--- src/rtl/arith_issue_queue_pkg.sv ---
// arith_issue_queue_pkg: shared widths, opcodes, entry types and dispatch-operand capture helper
package arith_issue_queue_pkg;
  localparam int XLEN = 32;
  localparam int TAG_W = 4;
  localparam logic [6:0] OPC_OP_IMM = 7'h13;
  localparam logic [6:0] OPC_OP = 7'h33;
  typedef struct packed {
    logic rdy;
    logic [XLEN-1:0] val;
    logic [TAG_W-1:0] tag;
  } opnd_t;
  typedef struct packed {
    logic valid;
    logic [XLEN-1:0] pc;
    logic [31:0] inst;
    logic [TAG_W-1:0] tag;
    opnd_t rs1;
    opnd_t rs2;
  } entry_t;
  // A dispatching operand that matches the same-cycle broadcast is stored already ready.
  function automatic opnd_t capture_opnd(input logic rdy, input logic [XLEN-1:0] val,
                                         input logic [TAG_W-1:0] tag, input logic cdb_v,
                                         input logic [TAG_W-1:0] cdb_tag, input logic [XLEN-1:0] cdb_val);
    logic hit;
    hit = !rdy & cdb_v & (tag == cdb_tag);
    return '{rdy: rdy | hit, val: hit ? cdb_val : val, tag: tag};
  endfunction
endpackage

--- src/rtl/arith_issue_queue_if.sv ---
// arith_issue_queue_if: dispatch, CDB, arith and result-slot signals of the arith issue queue
interface arith_issue_queue_if;
  import arith_issue_queue_pkg::*;
  logic dispatch_valid_i, dispatch_ready_o;
  logic [XLEN-1:0] dispatch_pc_i;
  logic [31:0] dispatch_inst_i;
  logic [TAG_W-1:0] dispatch_tag_i;
  logic dispatch_rs1_rdy_i, dispatch_rs2_rdy_i;
  logic [XLEN-1:0] dispatch_rs1_val_i, dispatch_rs2_val_i;
  logic [TAG_W-1:0] dispatch_rs1_tag_i, dispatch_rs2_tag_i;
  logic cdb_valid_i;
  logic [TAG_W-1:0] cdb_tag_i;
  logic [XLEN-1:0] cdb_value_i;
  logic alu_request_o;
  logic [XLEN-1:0] alu_pc_o;
  logic [31:0] alu_inst_o;
  logic [XLEN-1:0] alu_rs1_value_o, alu_rs2_value_o;
  logic alu_writeback_valid_i;
  logic [XLEN-1:0] alu_writeback_value_i;
  logic result_valid_o, result_ready_i;
  logic [TAG_W-1:0] result_tag_o;
  logic [XLEN-1:0] result_value_o;
  modport slave (
    input dispatch_valid_i, dispatch_pc_i, dispatch_inst_i, dispatch_tag_i,
          dispatch_rs1_rdy_i, dispatch_rs2_rdy_i, dispatch_rs1_val_i, dispatch_rs2_val_i,
          dispatch_rs1_tag_i, dispatch_rs2_tag_i, cdb_valid_i, cdb_tag_i, cdb_value_i,
          alu_writeback_valid_i, alu_writeback_value_i, result_ready_i,
    output dispatch_ready_o, alu_request_o, alu_pc_o, alu_inst_o, alu_rs1_value_o,
           alu_rs2_value_o, result_valid_o, result_tag_o, result_value_o
  );
  modport master (
    output dispatch_valid_i, dispatch_pc_i, dispatch_inst_i, dispatch_tag_i,
           dispatch_rs1_rdy_i, dispatch_rs2_rdy_i, dispatch_rs1_val_i, dispatch_rs2_val_i,
           dispatch_rs1_tag_i, dispatch_rs2_tag_i, cdb_valid_i, cdb_tag_i, cdb_value_i,
           alu_writeback_valid_i, alu_writeback_value_i, result_ready_i,
    input dispatch_ready_o, alu_request_o, alu_pc_o, alu_inst_o, alu_rs1_value_o,
          alu_rs2_value_o, result_valid_o, result_tag_o, result_value_o
  );
endinterface

--- src/rtl/arith_issue_queue_rr_picker.sv ---
// rr_picker: round-robin priority encoder, first request at or after ptr_i (wrapping)
module rr_picker #(
  parameter int N = 4,
  localparam int W = $clog2(N)
) (
  input  logic [N-1:0] req_i,
  input  logic [W-1:0] ptr_i,
  output logic [N-1:0] gnt_o,
  output logic [W-1:0] idx_o,
  output logic         valid_o
);
  logic [W-1:0] j;
  always_comb begin
    gnt_o = '0;
    idx_o = '0;
    valid_o = 1'b0;
    j = '0;
    for (int i = 0; i < N; i++) begin
      j = ptr_i + W'(i);
      if (!valid_o && req_i[j]) begin
        valid_o = 1'b1;
        idx_o = j;
        gnt_o[j] = 1'b1;
      end
    end
  end
endmodule

--- src/rtl/arith_issue_queue.sv ---
// arith_issue_queue: ALU reservation station with CDB wakeup, round-robin issue and result slot
// Define ARITH_ISSUE_WAKEUP_BYPASS_EN to let an entry issue in the same cycle as its last wakeup.
module arith_issue_queue
  import arith_issue_queue_pkg::*;
#(
  parameter int NUM_ENTRIES = 4
) (
  input logic clk_i,
  input logic reset_ni,
  input logic flush_i,
  arith_issue_queue_if.slave io
);
  localparam int IW = $clog2(NUM_ENTRIES);
  entry_t [NUM_ENTRIES-1:0] ent_q, ent_d;
  entry_t ge, new_ent;
  logic [IW-1:0] rr_ptr_q, rr_ptr_d, gidx, fidx;
  logic [NUM_ENTRIES-1:0] req, gnt, m1, m2;
  logic any_req, any_free, issue, res_valid_q, res_valid_d;
  logic [TAG_W-1:0] res_tag_q, res_tag_d;
  logic [XLEN-1:0] res_value_q, res_value_d, rs1_v, rs2_v;

  rr_picker #(.N(NUM_ENTRIES)) u_pick (
    .req_i(req), .ptr_i(rr_ptr_q), .gnt_o(gnt), .idx_o(gidx), .valid_o(any_req)
  );

  always_comb begin
    m1 = '0;
    m2 = '0;
    req = '0;
    for (int i = 0; i < NUM_ENTRIES; i++) begin
      m1[i] = io.cdb_valid_i & ent_q[i].valid & !ent_q[i].rs1.rdy & (ent_q[i].rs1.tag == io.cdb_tag_i);
      m2[i] = io.cdb_valid_i & ent_q[i].valid & !ent_q[i].rs2.rdy & (ent_q[i].rs2.tag == io.cdb_tag_i);
`ifdef ARITH_ISSUE_WAKEUP_BYPASS_EN
      req[i] = ent_q[i].valid & (ent_q[i].rs1.rdy | m1[i]) & (ent_q[i].rs2.rdy | m2[i]);
`else
      req[i] = ent_q[i].valid & ent_q[i].rs1.rdy & ent_q[i].rs2.rdy;
`endif
    end
  end

  always_comb begin
    fidx = '0;
    any_free = 1'b0;
    for (int i = NUM_ENTRIES - 1; i >= 0; i--) begin
      if (!ent_q[i].valid) begin
        fidx = IW'(i);
        any_free = 1'b1;
      end
    end
  end

  assign ge = ent_q[gidx];
  assign issue = any_req & (!res_valid_q | io.result_ready_i) & !flush_i;
  // Only slots free at the start of the cycle are offered; an issuing slot frees next cycle.
  assign io.dispatch_ready_o = any_free & !flush_i;

`ifdef ARITH_ISSUE_WAKEUP_BYPASS_EN
  assign rs1_v = ge.rs1.rdy ? ge.rs1.val : io.cdb_value_i;
  assign rs2_v = ge.rs2.rdy ? ge.rs2.val : io.cdb_value_i;
`else
  assign rs1_v = ge.rs1.val;
  assign rs2_v = ge.rs2.val;
`endif

  assign io.alu_request_o = issue;
  assign io.alu_pc_o = issue ? ge.pc : '0;
  assign io.alu_inst_o = issue ? ge.inst : '0;
  assign io.alu_rs1_value_o = issue ? rs1_v : '0;
  assign io.alu_rs2_value_o = issue ? rs2_v : '0;
  assign io.result_valid_o = res_valid_q;
  assign io.result_tag_o = res_tag_q;
  assign io.result_value_o = res_value_q;

  always_comb begin
    new_ent = '{valid: 1'b1, pc: io.dispatch_pc_i, inst: io.dispatch_inst_i, tag: io.dispatch_tag_i,
                rs1: capture_opnd(io.dispatch_rs1_rdy_i, io.dispatch_rs1_val_i, io.dispatch_rs1_tag_i,
                                  io.cdb_valid_i, io.cdb_tag_i, io.cdb_value_i),
                rs2: capture_opnd(io.dispatch_rs2_rdy_i, io.dispatch_rs2_val_i, io.dispatch_rs2_tag_i,
                                  io.cdb_valid_i, io.cdb_tag_i, io.cdb_value_i)};
    ent_d = ent_q;
    for (int i = 0; i < NUM_ENTRIES; i++) begin
      if (m1[i]) ent_d[i].rs1 = '{rdy: 1'b1, val: io.cdb_value_i, tag: ent_q[i].rs1.tag};
      if (m2[i]) ent_d[i].rs2 = '{rdy: 1'b1, val: io.cdb_value_i, tag: ent_q[i].rs2.tag};
      if (issue && gnt[i]) ent_d[i].valid = 1'b0;
    end
    if (io.dispatch_valid_i && io.dispatch_ready_o) ent_d[fidx] = new_ent;
    for (int i = 0; i < NUM_ENTRIES; i++) ent_d[i].valid = ent_d[i].valid & !flush_i;
  end

  always_comb begin
    rr_ptr_d = issue ? gidx + IW'(1) : rr_ptr_q;
    res_valid_d = flush_i ? 1'b0 : io.alu_writeback_valid_i ? 1'b1 : io.result_ready_i ? 1'b0 : res_valid_q;
    res_tag_d = io.alu_writeback_valid_i ? ge.tag : res_tag_q;
    res_value_d = io.alu_writeback_valid_i ? io.alu_writeback_value_i : res_value_q;
  end

  always_ff @(posedge clk_i or negedge reset_ni) begin
    if (!reset_ni) begin
      ent_q <= '0;
      rr_ptr_q <= '0;
      res_valid_q <= 1'b0;
      res_tag_q <= '0;
      res_value_q <= '0;
    end else begin
      ent_q <= ent_d;
      rr_ptr_q <= rr_ptr_d;
      res_valid_q <= res_valid_d;
      res_tag_q <= res_tag_d;
      res_value_q <= res_value_d;
    end
  end
endmodule
--- src/flat_wrapper.sv ---
// flat-port wrapper written by rule: the top's interface ports become plain ports
module arith_issue_queue_flat import arith_issue_queue_pkg::*;
#(
  parameter int NUM_ENTRIES = 4
)
  (clk_i, reset_ni, flush_i, io_dispatch_valid_i, io_dispatch_pc_i, io_dispatch_inst_i, io_dispatch_tag_i, io_dispatch_rs1_rdy_i, io_dispatch_rs2_rdy_i, io_dispatch_rs1_val_i, io_dispatch_rs2_val_i, io_dispatch_rs1_tag_i, io_dispatch_rs2_tag_i, io_cdb_valid_i, io_cdb_tag_i, io_cdb_value_i, io_alu_writeback_valid_i, io_alu_writeback_value_i, io_result_ready_i, io_dispatch_ready_o, io_alu_request_o, io_alu_pc_o, io_alu_inst_o, io_alu_rs1_value_o, io_alu_rs2_value_o, io_result_valid_o, io_result_tag_o, io_result_value_o);
  arith_issue_queue_if io_i ();
  input logic clk_i;
  input logic reset_ni;
  input logic flush_i;
  input wire logic [$bits(io_i.dispatch_valid_i)-1:0] io_dispatch_valid_i;
  input wire logic [$bits(io_i.dispatch_pc_i)-1:0] io_dispatch_pc_i;
  input wire logic [$bits(io_i.dispatch_inst_i)-1:0] io_dispatch_inst_i;
  input wire logic [$bits(io_i.dispatch_tag_i)-1:0] io_dispatch_tag_i;
  input wire logic [$bits(io_i.dispatch_rs1_rdy_i)-1:0] io_dispatch_rs1_rdy_i;
  input wire logic [$bits(io_i.dispatch_rs2_rdy_i)-1:0] io_dispatch_rs2_rdy_i;
  input wire logic [$bits(io_i.dispatch_rs1_val_i)-1:0] io_dispatch_rs1_val_i;
  input wire logic [$bits(io_i.dispatch_rs2_val_i)-1:0] io_dispatch_rs2_val_i;
  input wire logic [$bits(io_i.dispatch_rs1_tag_i)-1:0] io_dispatch_rs1_tag_i;
  input wire logic [$bits(io_i.dispatch_rs2_tag_i)-1:0] io_dispatch_rs2_tag_i;
  input wire logic [$bits(io_i.cdb_valid_i)-1:0] io_cdb_valid_i;
  input wire logic [$bits(io_i.cdb_tag_i)-1:0] io_cdb_tag_i;
  input wire logic [$bits(io_i.cdb_value_i)-1:0] io_cdb_value_i;
  input wire logic [$bits(io_i.alu_writeback_valid_i)-1:0] io_alu_writeback_valid_i;
  input wire logic [$bits(io_i.alu_writeback_value_i)-1:0] io_alu_writeback_value_i;
  input wire logic [$bits(io_i.result_ready_i)-1:0] io_result_ready_i;
  output wire logic [$bits(io_i.dispatch_ready_o)-1:0] io_dispatch_ready_o;
  output wire logic [$bits(io_i.alu_request_o)-1:0] io_alu_request_o;
  output wire logic [$bits(io_i.alu_pc_o)-1:0] io_alu_pc_o;
  output wire logic [$bits(io_i.alu_inst_o)-1:0] io_alu_inst_o;
  output wire logic [$bits(io_i.alu_rs1_value_o)-1:0] io_alu_rs1_value_o;
  output wire logic [$bits(io_i.alu_rs2_value_o)-1:0] io_alu_rs2_value_o;
  output wire logic [$bits(io_i.result_valid_o)-1:0] io_result_valid_o;
  output wire logic [$bits(io_i.result_tag_o)-1:0] io_result_tag_o;
  output wire logic [$bits(io_i.result_value_o)-1:0] io_result_value_o;
  assign io_i.dispatch_valid_i = io_dispatch_valid_i;
  assign io_i.dispatch_pc_i = io_dispatch_pc_i;
  assign io_i.dispatch_inst_i = io_dispatch_inst_i;
  assign io_i.dispatch_tag_i = io_dispatch_tag_i;
  assign io_i.dispatch_rs1_rdy_i = io_dispatch_rs1_rdy_i;
  assign io_i.dispatch_rs2_rdy_i = io_dispatch_rs2_rdy_i;
  assign io_i.dispatch_rs1_val_i = io_dispatch_rs1_val_i;
  assign io_i.dispatch_rs2_val_i = io_dispatch_rs2_val_i;
  assign io_i.dispatch_rs1_tag_i = io_dispatch_rs1_tag_i;
  assign io_i.dispatch_rs2_tag_i = io_dispatch_rs2_tag_i;
  assign io_i.cdb_valid_i = io_cdb_valid_i;
  assign io_i.cdb_tag_i = io_cdb_tag_i;
  assign io_i.cdb_value_i = io_cdb_value_i;
  assign io_i.alu_writeback_valid_i = io_alu_writeback_valid_i;
  assign io_i.alu_writeback_value_i = io_alu_writeback_value_i;
  assign io_i.result_ready_i = io_result_ready_i;
  assign io_dispatch_ready_o = io_i.dispatch_ready_o;
  assign io_alu_request_o = io_i.alu_request_o;
  assign io_alu_pc_o = io_i.alu_pc_o;
  assign io_alu_inst_o = io_i.alu_inst_o;
  assign io_alu_rs1_value_o = io_i.alu_rs1_value_o;
  assign io_alu_rs2_value_o = io_i.alu_rs2_value_o;
  assign io_result_valid_o = io_i.result_valid_o;
  assign io_result_tag_o = io_i.result_tag_o;
  assign io_result_value_o = io_i.result_value_o;
  arith_issue_queue #(.NUM_ENTRIES(NUM_ENTRIES)) u_core (.clk_i(clk_i), .reset_ni(reset_ni), .flush_i(flush_i), .io(io_i));
endmodule
--- config.mk ---
export PLATFORM = sky130hd
export DESIGN_NAME = arith_issue_queue_flat
export DESIGN_NICKNAME = d
export VERILOG_FILES = /design/src/rtl/arith_issue_queue_pkg.sv /design/src/rtl/arith_issue_queue_if.sv /design/src/rtl/arith_issue_queue_rr_picker.sv /design/src/rtl/arith_issue_queue.sv /design/src/flat_wrapper.sv
export SDC_FILE = /design/constraint.sdc
export NUM_CORES = 1
export LEC_CHECK = 0
export ABC_AREA = 1
export BUFFER_PORTS_ARGS = -buffer_cell sky130_fd_sc_hd__buf_4
export CELL_PAD_IN_SITES_DETAIL_PLACEMENT = 0
export CELL_PAD_IN_SITES_GLOBAL_PLACEMENT = 1
export CORE_ASPECT_RATIO = 0.5
export CORE_MARGIN = 4
export CORE_UTILIZATION = 35
export CTS_CLUSTER_SIZE = 10
export DETAILED_ROUTE_END_ITERATION = 8
export GPL_TIMING_DRIVEN = 0
export PLACE_DENSITY = 0.79
export SYNTH_ARGS = -nofsm -noshare
export SYNTH_HDL_FRONTEND = slang
export SYNTH_SLANG_ARGS = --single-unit
--- constraint.sdc ---
create_clock -name clk_i -period 2.4 [get_ports clk_i]
set_clock_uncertainty 0.2 [all_clocks]
set_input_delay 0.12 -clock clk_i [delete_from_list [all_inputs] [get_ports clk_i]]
set_output_delay 0.12 -clock clk_i [all_outputs]
set_load 0.005 [all_outputs]
==> out/qor.yml <==
logic_synthesis:
  synth_top_cell_area_share_pct: 45.46
  synthTopCellsByArea: "dfrtp_1 (45%), nand2_1 (14%), o21ai_0 (13%), inv_1 (10%), nand3_1 (4.3%)"
  ys.flop_type: "dfrtp_1"
  avgSynthCellArea_um2: 7.011
  ys_warn_count: 0
  synthMuxAreaShare_pct: 0
  synth_top_family_by_area: "simple AND/OR/NAND/NOR gates"
  synthArstFlopShare_pct: 100.0
  synth_cells: 4797
  synth-adder-area-share_pct: 0.2976
  synth_edf_count: 0
  synth_sequential_area_ratio_pct: 45.46
  syn-num-nets: 5022
  synth_xor_area_share_pct: 0.4427
  yosys.area.top_type: "dfrtp_1"
  ys_types: 34
  ys_seq_elements: 611
  synthSimpleGateAreaFrac_pct: 22.06
  syn-cell-area_um2: 33630
  synth_compound_area_share_pct: 17.11
drt:
  drc_errors: 0
  drtPass1Iterations: 6
  drtIter0Drc: 3774
  wire_per_inst_um: 21.35
  via_count: 36086
  vias_per_cell: 5.277
  antenna_left: 0
  wirelength_mm: 146.0
timing:
  maxSlewViolCount: 0
  holdWs_ns: -0.1186
  tightest_slew_ns: 1.023
  setup_viol: 582
  layout_setup_ws_ns: -1.212
  slew_headroom_pct: 31.80
  fmax_mhz: 276.9
  hold_viol: 84
  finalCriticalPeriod_ns: 3.612
  post-route-period-util_pct: 150.5
  rsz0062_at_grt: "yes"
  setup_tns_ns: -325.97
floorplan:
  die_x_um: 446.4
  die_h_um: 227.2
  num_io_pins: 384
  coreArea_um2: 95290
  rows: 80
  initial_core_util_pct: 35.30
  fp.dieArea_um2: 101400
worst_setup_path:
  worstPathArrival_ns: 3.29
  crit_family: "buffers and inverters"
  path_max_fanout: 10
  critPathSlowestCell: "dfrtp_2"
  crit_required_ns: 2.08
  crit_chain: "clkinv_4 > ha_4 > nand3_4 > nand2_4 > nand2_4 > nor2_4 > nand2_4 > buf_6 > o21ai_4 > buf_12 > buf_16 > buf_12 > nand3_2 > a21oi_4 > buf_6"
  critPathBufInv: 6
  cpPeakStageDelay_ns: 0.41
  crit_type: "register to primary output"
  end_kind: "primary output"
  crit_top_cell: "nand2_4"
  critPathLaunchType: "register"
status:
  status: "finished, violations left"
  violations: "hold timing, setup timing"
clocking:
  cts_tree: "done"
  cts.clk_slew.worst_paths_ns: 0.06
  htreeDepth: 3
  cts_hold_buf: 246
  cts-root-buf: "clkbuf_16"
  clock_latency_ns: 0.66
  clock-sinks: 611
  clock_tree.buffer_depth: 3
  numCtsBuffers: 71
power_and_ir_drop:
  peakVddDrop_mv: 0.6541
  total_power_uw: 51460
  power.density_nw_per_um2: 1115
  leakagePower_uw: 0.02329
hold_path:
  hp-class: "primary input to async pin"
finish:
  instances_no_fill: 6838
  multi_input_area_um2: 15050
  drive_gt1_share_pct: 17.86
  final-seq-area_um2: 15300
  layout_common_cells: "nand2_1 (1277), inv_1 (921), o21ai_0 (848), dfrtp_1 (606), buf_4 (422)"
  synthToLayoutAreaGrowth_pct: 37.17
  layout_commonest_cell: "nand2_1"
  post-route-util_pct: 48.42
  n_fill_cell: 9428
  finalNetCount: 5779
global_routing:
  grt_pass1_wl_mm: 212.8
  overflow: 0
  grt_max_degree: 120
  first_global_vias: 34458
  grtUsageTotal_pct: 27.55
  antenna_found_initial: 1
placed_design:
  place.gp.congestion: 0.9339
  dp_hpwl_mm: 99.34
  dp_cells: 6451
  portBuffers: 377
flow_run:
  max_cap_violations: 0
flip-flops by register name, indices dropped and copies added, names as in the netlist:
signal / flops
u_core.ent_q: 572
u_core.io.result_tag_o: 4
u_core.rr_ptr_q: 2
u_core.io.result_value_o: 32
u_core.io.result_valid_o: 1
final cells by class:
cell class                 count  area share, %
multi-input combinational   2916          32.63
clock inverter                 8         0.2088
clock buffer                  77          3.922
tap                         1271          3.447
antenna                        1       0.005424
timing repair buffer         688          13.83
sequential                   611          33.15
inverter                     935          7.672
buffer                       331          5.134
cell families (layout without fill, tap and decap cells):
| group | after synthesis | after routing |
|---|---|---|
| adder cells (fa/ha/maj) | 8 | 8 |
| flip-flops | 611 | 611 |
| buffers and inverters | 1270 | 2039 |
| AO/OA/AOI/OAI | 1123 | 1123 |
| XOR/XNOR | 17 | 17 |
| AND/OR/NAND/NOR | 1768 | 1768 |
| other | 0 | 1 |
cells in the mapped netlist, types with 2 or more instances:
cell and n:
dfrtp_1 611, o21ai_1 10, inv_1 927, o211ai_1 35, xor2_1 9, clkbuf_1 194, a21oi_1 207, a31oi_1 3
xnor2_1 8, nand2_1 1294, nand3_1 288, o21ai_0 853, nand4_1 148, o21ai_2 2, o22ai_1 6, ha_1 8
nor3_1 5, buf_2 88, nor2_4 2, buf_1 43, inv_2 8, nor2_1 18, nor4_1 7, nand2_2 5
buf_4 9
stage by stage:
stage	worst slack (ns)	hold WS (ns)	instance area (µm²)
floorplan	-0.04314	-0.3756	33850
CTS	-1.142	-0.08609	44940
global route	-1.289	-0.07226	46130
detailed placement	-1.685	0.01630	38440
global placement	-6.903	0.1222	38270
finish	-1.212	-0.1186	46140
layer usage:
layer	share of wire, %	vias to the layer above	track usage, %
met5	0	-	0
met4	4.5	0	12.36
met3	7.8	367	5.290
met2	47	1554	45.82
met1	40	17634	35.13
li1	-	16531	-
power by group:
group          switching (µW)  leakage, µW  total, µW  internal (µW)
Clock                    4570     0.000933       9900           5340
Sequential                794      0.00755      12800          12000
Combinational           17500       0.0148      28800          11300
path summary, 6_finish.rpt:
path | startpoint | endpoint | slack [ns] | cells after the start
setup reg to reg | u_core.ent_q[289] | u_core.ent_q[298] | -0.72 | 9
setup / recovery | u_core.rr_ptr_q[0] | io_alu_rs2_value_o[25] | -1.21 | 15
max in group asynchronous | reset_ni | u_core.ent_q[58] | 0.32 | 5
hold reg to reg | u_core.io.result_value_o[4] | u_core.io.result_value_o[4] | 0.27 | 2
hold / removal | reset_ni | u_core.io.result_value_o[28] | -0.12 | 2
min in group clk_i | io_alu_writeback_valid_i | u_core.io.result_tag_o[3] | 0.02 | 3
what timing repair did:
item,in CTS,in global routing
gates cloned,8,6
gates resized for setup,422,364
pin swaps,81,59
endpoints found under the hold margin,1009,41
setup endpoints to repair,707,707
buffers inserted,28,17
Note: power is estimated with default switching activity, not from simulation.
